### src/rtl/vc_input_buffer_onoff_pkg.sv
// Router-wide constants, types and the on/off hysteresis rule shared by the
// per-VC input buffers.
package vc_input_buffer_onoff_pkg;

    localparam int VC_NUM    = 4;
    localparam int FLIT_W    = 64;
    localparam int DEPTH_DEF = 8;

    // Flits that can still arrive after on_off is raised: one cycle for the
    // registered stop signal to reach the upstream allocator, one for the
    // flit already on the wire.
    localparam int LINK_RTT = 2;

    // Stop early enough that in-flight flits still fit, and resume once the
    // buffer has drained to the same margin so the pipe refills without a gap.
    localparam int OFF_THRESH_DEF = DEPTH_DEF - LINK_RTT;
    localparam int ON_THRESH_DEF  = LINK_RTT;

    typedef logic [FLIT_W-1:0]          flit_t;
    typedef logic [$clog2(VC_NUM)-1:0]  vc_id_t;

    // Hysteresis: raise at or above the off threshold, drop at or below the
    // on threshold, otherwise keep the current state.
    function automatic logic onoff_next(input logic cur, input int level,
                                        input int off_t, input int on_t);
        if (!cur && level >= off_t) return 1'b1;
        if (cur && level <= on_t)   return 1'b0;
        return cur;
    endfunction

endpackage

### src/rtl/vc_input_buffer_onoff_fifo.sv
// Single-VC first-word-fall-through FIFO with occupancy count and a
// registered on/off stop flag driven by occupancy hysteresis.
module vc_onoff_fifo
    import vc_input_buffer_onoff_pkg::*;
#(
    parameter int DATA_W     = 64,
    parameter int DEPTH      = 8,
    parameter int OFF_THRESH = 6,
    parameter int ON_THRESH  = 2
) (
    input  logic                       clk,
    input  logic                       reset,
    input  logic                       wr_en,
    input  logic [DATA_W-1:0]          wr_data,
    input  logic                       rd_en,
    output logic [DATA_W-1:0]          head,
    output logic [$clog2(DEPTH):0]     count,
    output logic                       empty,
    output logic                       full,
    output logic                       on_off
);

    localparam int AW = $clog2(DEPTH);
    localparam logic [AW:0] FULL_CNT = (AW+1)'(DEPTH);

    logic [DATA_W-1:0] mem [DEPTH];
    logic [AW-1:0]     wptr;
    logic [AW-1:0]     rptr;
    logic [AW:0]       cnt;
    logic [AW:0]       cnt_nxt;
    logic              push_ok;
    logic              pop_ok;

    assign empty = (cnt == '0);
    assign full  = (cnt == FULL_CNT);

    // A pop in the same cycle frees the slot, so a write to a full VC with a
    // concurrent read is accepted.
    assign push_ok = wr_en && (!full || rd_en);
    assign pop_ok  = rd_en && !empty;
    assign cnt_nxt = cnt + (AW+1)'(push_ok) - (AW+1)'(pop_ok);

    assign head  = mem[rptr];
    assign count = cnt;

    // Storage: data slots are not reset; the count guards their validity.
    always_ff @(posedge clk) begin
        if (push_ok) mem[wptr] <= wr_data;
    end

    // Pointers, occupancy and the stop flag, which sees post-update occupancy.
    always_ff @(posedge clk or negedge reset) begin
        if (!reset) begin
            wptr   <= '0;
            rptr   <= '0;
            cnt    <= '0;
            on_off <= 1'b0;
        end else begin
            if (push_ok) wptr <= wptr + AW'(1);
            if (pop_ok)  rptr <= rptr + AW'(1);
            cnt    <= cnt_nxt;
            on_off <= onoff_next(on_off, int'(cnt_nxt), OFF_THRESH, ON_THRESH);
        end
    end

endmodule

### src/rtl/vc_input_buffer_onoff.sv
// Per-port input buffer: one FWFT FIFO per virtual channel, a registered
// per-VC on/off stop signal back to the upstream router, and registered
// overflow/underflow pulses.
module vc_input_buffer_onoff #(
    parameter int VC_NUM     = vc_input_buffer_onoff_pkg::VC_NUM,
    parameter int FLIT_W     = vc_input_buffer_onoff_pkg::FLIT_W,
    parameter int DEPTH      = vc_input_buffer_onoff_pkg::DEPTH_DEF,
    parameter int OFF_THRESH = vc_input_buffer_onoff_pkg::OFF_THRESH_DEF,
    parameter int ON_THRESH  = vc_input_buffer_onoff_pkg::ON_THRESH_DEF
) (
    input  logic                             clk,
    input  logic                             reset,
    input  logic                             wr_en,
    input  logic [$clog2(VC_NUM)-1:0]        wr_vc,
    input  logic [FLIT_W-1:0]                wr_flit,
    input  logic [VC_NUM-1:0]                rd_en,
    output logic [VC_NUM-1:0][FLIT_W-1:0]    head_flit,
    output logic [VC_NUM-1:0]                head_valid,
    output logic [VC_NUM-1:0]                on_off,
    output logic                             overflow_err,
    output logic                             underflow_err
);

    import vc_input_buffer_onoff_pkg::*;

    localparam int CW = $clog2(DEPTH);

    logic [VC_NUM-1:0]         wr_sel;
    logic [VC_NUM-1:0]         vc_empty;
    logic [VC_NUM-1:0]         vc_full;
    logic [VC_NUM-1:0][CW:0]   vc_count;
    logic                      ovf_now;
    logic                      unf_now;

    // Decode the target VC; an out-of-range VC selects nothing.
    always_comb begin
        wr_sel = '0;
        for (int v = 0; v < VC_NUM; v++) begin
            if (wr_en && (int'(wr_vc) == v)) wr_sel[v] = 1'b1;
        end
    end

    // A dropped write is either an invalid VC or a full VC with no pop.
    assign ovf_now = (wr_en && !(|wr_sel)) || (|(wr_sel & vc_full & ~rd_en));
    assign unf_now = |(rd_en & vc_empty);

    for (genvar gv = 0; gv < VC_NUM; gv++) begin : g_vc
        vc_onoff_fifo #(
            .DATA_W     (FLIT_W),
            .DEPTH      (DEPTH),
            .OFF_THRESH (OFF_THRESH),
            .ON_THRESH  (ON_THRESH)
        ) u_fifo (
            .clk     (clk),
            .reset   (reset),
            .wr_en   (wr_sel[gv]),
            .wr_data (wr_flit),
            .rd_en   (rd_en[gv]),
            .head    (head_flit[gv]),
            .count   (vc_count[gv]),
            .empty   (vc_empty[gv]),
            .full    (vc_full[gv]),
            .on_off  (on_off[gv])
        );
        assign head_valid[gv] = (vc_count[gv] != '0);
    end

    // Error pulses: one registered cycle, merged across all VCs.
    always_ff @(posedge clk or negedge reset) begin
        if (!reset) begin
            overflow_err  <= 1'b0;
            underflow_err <= 1'b0;
        end else begin
            overflow_err  <= ovf_now;
            underflow_err <= unf_now;
        end
    end

endmodule

### config.mk
export PLATFORM = sky130hd
export DESIGN_NAME = vc_input_buffer_onoff
export DESIGN_NICKNAME = d
export VERILOG_FILES = /design/src/rtl/vc_input_buffer_onoff_pkg.sv /design/src/rtl/vc_input_buffer_onoff_fifo.sv /design/src/rtl/vc_input_buffer_onoff.sv
export SDC_FILE = /design/constraint.sdc
export NUM_CORES = 2
export LEC_CHECK = 0
export BUFFER_PORTS_ARGS = -buffer_cell sky130_fd_sc_hd__buf_4
export CORE_MARGIN = 4
export CORE_UTILIZATION = 25
export CTS_BUF_LIST = sky130_fd_sc_hd__clkbuf_4 sky130_fd_sc_hd__clkbuf_8 sky130_fd_sc_hd__clkbuf_16
export DETAILED_ROUTE_END_ITERATION = 10
export PLACE_DENSITY = 0.44
export SETUP_SLACK_MARGIN = 0.05
export SLEW_MARGIN = 20
export SYNTH_ARGS = -nofsm -noshare
export SYNTH_HDL_FRONTEND = slang
export SYNTH_SLANG_ARGS = --single-unit
### constraint.sdc
create_clock -name clk -period 10 [get_ports clk]
set_input_delay 2 -clock clk [delete_from_list [all_inputs] [get_ports clk]]
set_output_delay 2 -clock clk [all_outputs]
set_load 0.01 [all_outputs]
==> results.toml <==
[sta]
fin_crit_sh_pct = 57.08
max-slew-margin-rel_pct = 32.89
finClkSkew_ns = 0.05982
hold_viol_final = 0
rsz0062_at_grt = "no"
fin_crit_ns = 5.708
finalMaxSlewViolations = 0
setup_viol = 0
fmax_ghz = 0.1752
fin_hold_ws_ns = 0.5673
fin_tns_setup_ns = 0
worst_pin_slew_ns = 1.007
setup_ws_ns = 4.292

[worst_setup_path]
required_ns = 8.00
crit_path_start_kind = "register"
criticalPathCategory = "reg2out"
crit_path_max_fanout = 38
cp_slowest_stage_delay_ns = 0.90
cp_cell_sequence = "buf_4, mux4_2, mux2_2, buf_4"
critical_path.endpoint = "head_flit[228]"
rr_worst_depth = 7
end_kind = "output port"
r2r_setup_slack_ns = 6.67
r2r-start = "g_vc[1].u_fifo.count[2]"
crit_top_cell = "buf_4"
arrival_ns = 3.71
crit_slowest_cell = "dfrtp_4"
reg2reg_to = "g_vc[1].u_fifo.mem[4][36]"
startpoint = "g_vc[3].u_fifo.rptr[0]"

[placed_design]
preCtsSetupSlack_ns = 4.942
port-buffer-count = 338
dp_hpwl_mm = 127.8
gp_congestion = 0.6890

[detailed_routing]
drtIter0Drc = 3222
drc = 0
wl_per_cell_um = 27.42
routed_via_density = 4.425
routed_wl_mm = 221.8
dr.pass1.iters = 5
routed-via-count = 35800
ant_nets = 0

[synth]
synth_flop_cell = "edfxtp_1"
yosys-top-cells-count = "edfxtp_1 (2048), mux4_2 (512), mux2_2 (264), dfrtp_1 (46), buf_6 (44)"
synth.most_common_cell = "edfxtp_1"
netlist_area_mm2 = 0.07958
synth_top_area_cell = "edfxtp_1"
synth-simple-area-share_pct = 0.6981
ys_ff_latch = 2094
syn_area_per_cell_um2 = 24.68
netlist_instances = 3224
synthXorXnorAreaFrac_pct = 0.2201
ys.warnings.count = 0
async_flop_share_pct = 2.197
netlist-cell-type-count = 34
synth_area_leaders = "edfxtp_1 (77%), mux4_2 (14%), mux2_2 (3.7%)"
seq_area_frac_synth_pct = 78.73
synth_adder_area_share_pct = 0.6038
synth_top_family_by_area = "multiplexers"
yosys-mux-area-fraction_pct = 18.23
synth_edf_count = 2048
yosysTopAreaCellShare_pct = 77.28
syn_nets = 3333
synth_compound_area_share_pct = 0.1509

[pwr]
power_mw = 27.20
vdd_drop_max_v = 0.0001753
leakagePower_nw = 29.92
powerDensity_mw_per_mm2 = 286.4

[clocking]
post-cts-setup-buffers = 0
hold_buffers = 0
clock_sinks = 2094
cts_max_level = 4
cts_tree = "yes"
clkSlewWorstSetupHoldPaths_ns = 0.06
cts_resized = 0
cts_buffer_depth = 4
root_buffer = "clkbuf_16"
cts_made_buffers = 231
clock_latency_ns = 0.88

[status]
status = "completed"

[floorplanning]
initial_core_util_pct = 25.18
die_h_um = 572.2
rows = 206
die-width_um = 572.2
ios = 339
die-area_mm2 = 0.3274
core-area_mm2 = 0.3160

[global_route]
grt_antenna_before_repair = 20
grt_max_degree = 109
track_usage_pct = 13.29
grt_pass1_vias = 37660
grt_first_pass_wirelength_mm = 306.3
grt_overflow_total = 0

[worst_hold_path]
hold_path_class = "reg2reg"

[layout]
drive_above_1_share_pct = 41.08
fin_nets = 3841
syn_to_final_growth_pct = 19.33

[job]
maxCapViolations = 0
-- cell type report --
| type | instances | area (um^2) |
|---|---|---|
| Timing Repair Buffer | 423 | 3278 |
| Fill cell | 30520 | 221000 |
| Tap cell | 4160 | 5205 |
| Clock buffer | 277 | 6203 |
| Sequential cell | 2094 | 62700 |
| Multi-Input combinational cell | 943 | 16020 |
| Antenna cell | 8 | 20.02 |
| Inverter | 39 | 146.4 |
| Clock inverter | 146 | 1391 |
-- how the worst min path moves through the flow --
stage                                startpoint               endpoint  slack [ns]  cells past startpoint
final                     g_vc[3].u_fifo.on_off  g_vc[3].u_fifo.on_off        0.57                      2
after CTS                 g_vc[0].u_fifo.on_off  g_vc[0].u_fifo.on_off        0.57                      2
after global routing      g_vc[0].u_fifo.on_off  g_vc[0].u_fifo.on_off        0.58                      2
after detailed placement  g_vc[0].u_fifo.on_off  g_vc[0].u_fifo.on_off        0.55                      2
after global placement    g_vc[1].u_fifo.on_off  g_vc[1].u_fifo.on_off        0.55                      2
after floorplan           g_vc[3].u_fifo.on_off  g_vc[3].u_fifo.on_off        0.51                      2
-- cell usage in the layout (no fill, tap or decap), types with 12 or more instances in the layout --
cell type	n
clkinv_2	41
nand2_1	21
mux2_2	264
clkinv_1	59
dfrtp_4	12
inv_1	39
clkbuf_16	234
bufinv_16	22
nand3_1	12
xnor2_1	18
edfxtp_1	2048
dfrtp_1	34
clkbuf_4	39
buf_4	416
ha_1	32
mux4_2	512
-- cell families after synthesis --
logic type,count (synthesis)
XOR/XNOR,20
flip-flops,2094
AND/OR/NAND/NOR,93
buffers and inverters,187
multiplexers,776
AO/OA/AOI/OAI,18
adder cells (fa/ha/maj),36
-- power by group --
| part | internal, mW | switching, mW | leakage, nW |
|---|---|---|---|
| clock network | 4.98 | 3.50 | 3.76 |
| registers | 10.1 | 0.659 | 19.0 |
| logic | 3.87 | 4.11 | 7.19 |
-- worst max-delay path: cells and delay by family, from the launching register on --
kind / cells / cell delay (ns)
flops: 1 / 0.90
buf+inv: 2 / 0.92
mux: 2 / 0.92
-- sequential cells by signal, summed over array words and instances (netlist names) --
name / cells
g_vc.u_fifo.count: 16
g_vc.u_fifo.wptr: 12
g_vc.u_fifo.mem: 2048
overflow_err: 1
g_vc.u_fifo.on_off: 4
g_vc.u_fifo.rptr: 12
underflow_err: 1
-- routing by layer --
layer	GRT usage, %	up-vias	wire length [um]
met5	0	-	8
met4	2.936	2	4198
met3	3.472	253	15420
met2	20.59	874	101400
met1	18.72	19850	100800
li1	-	14820	-
-- metrics by stage --
step / std cells / cell area [um^2] / utilization [%]
global placement: 7657 / 87290 / 27.62
CTS: 8080 / 94880 / 30.03
floorplan: 3224 / 79580 / -
detailed placement: 7657 / 87290 / 27.62
global route: 8083 / 94940 / 30.05
finish: 8090 / 94960 / 30.05
(Power assumes the default switching activity.)
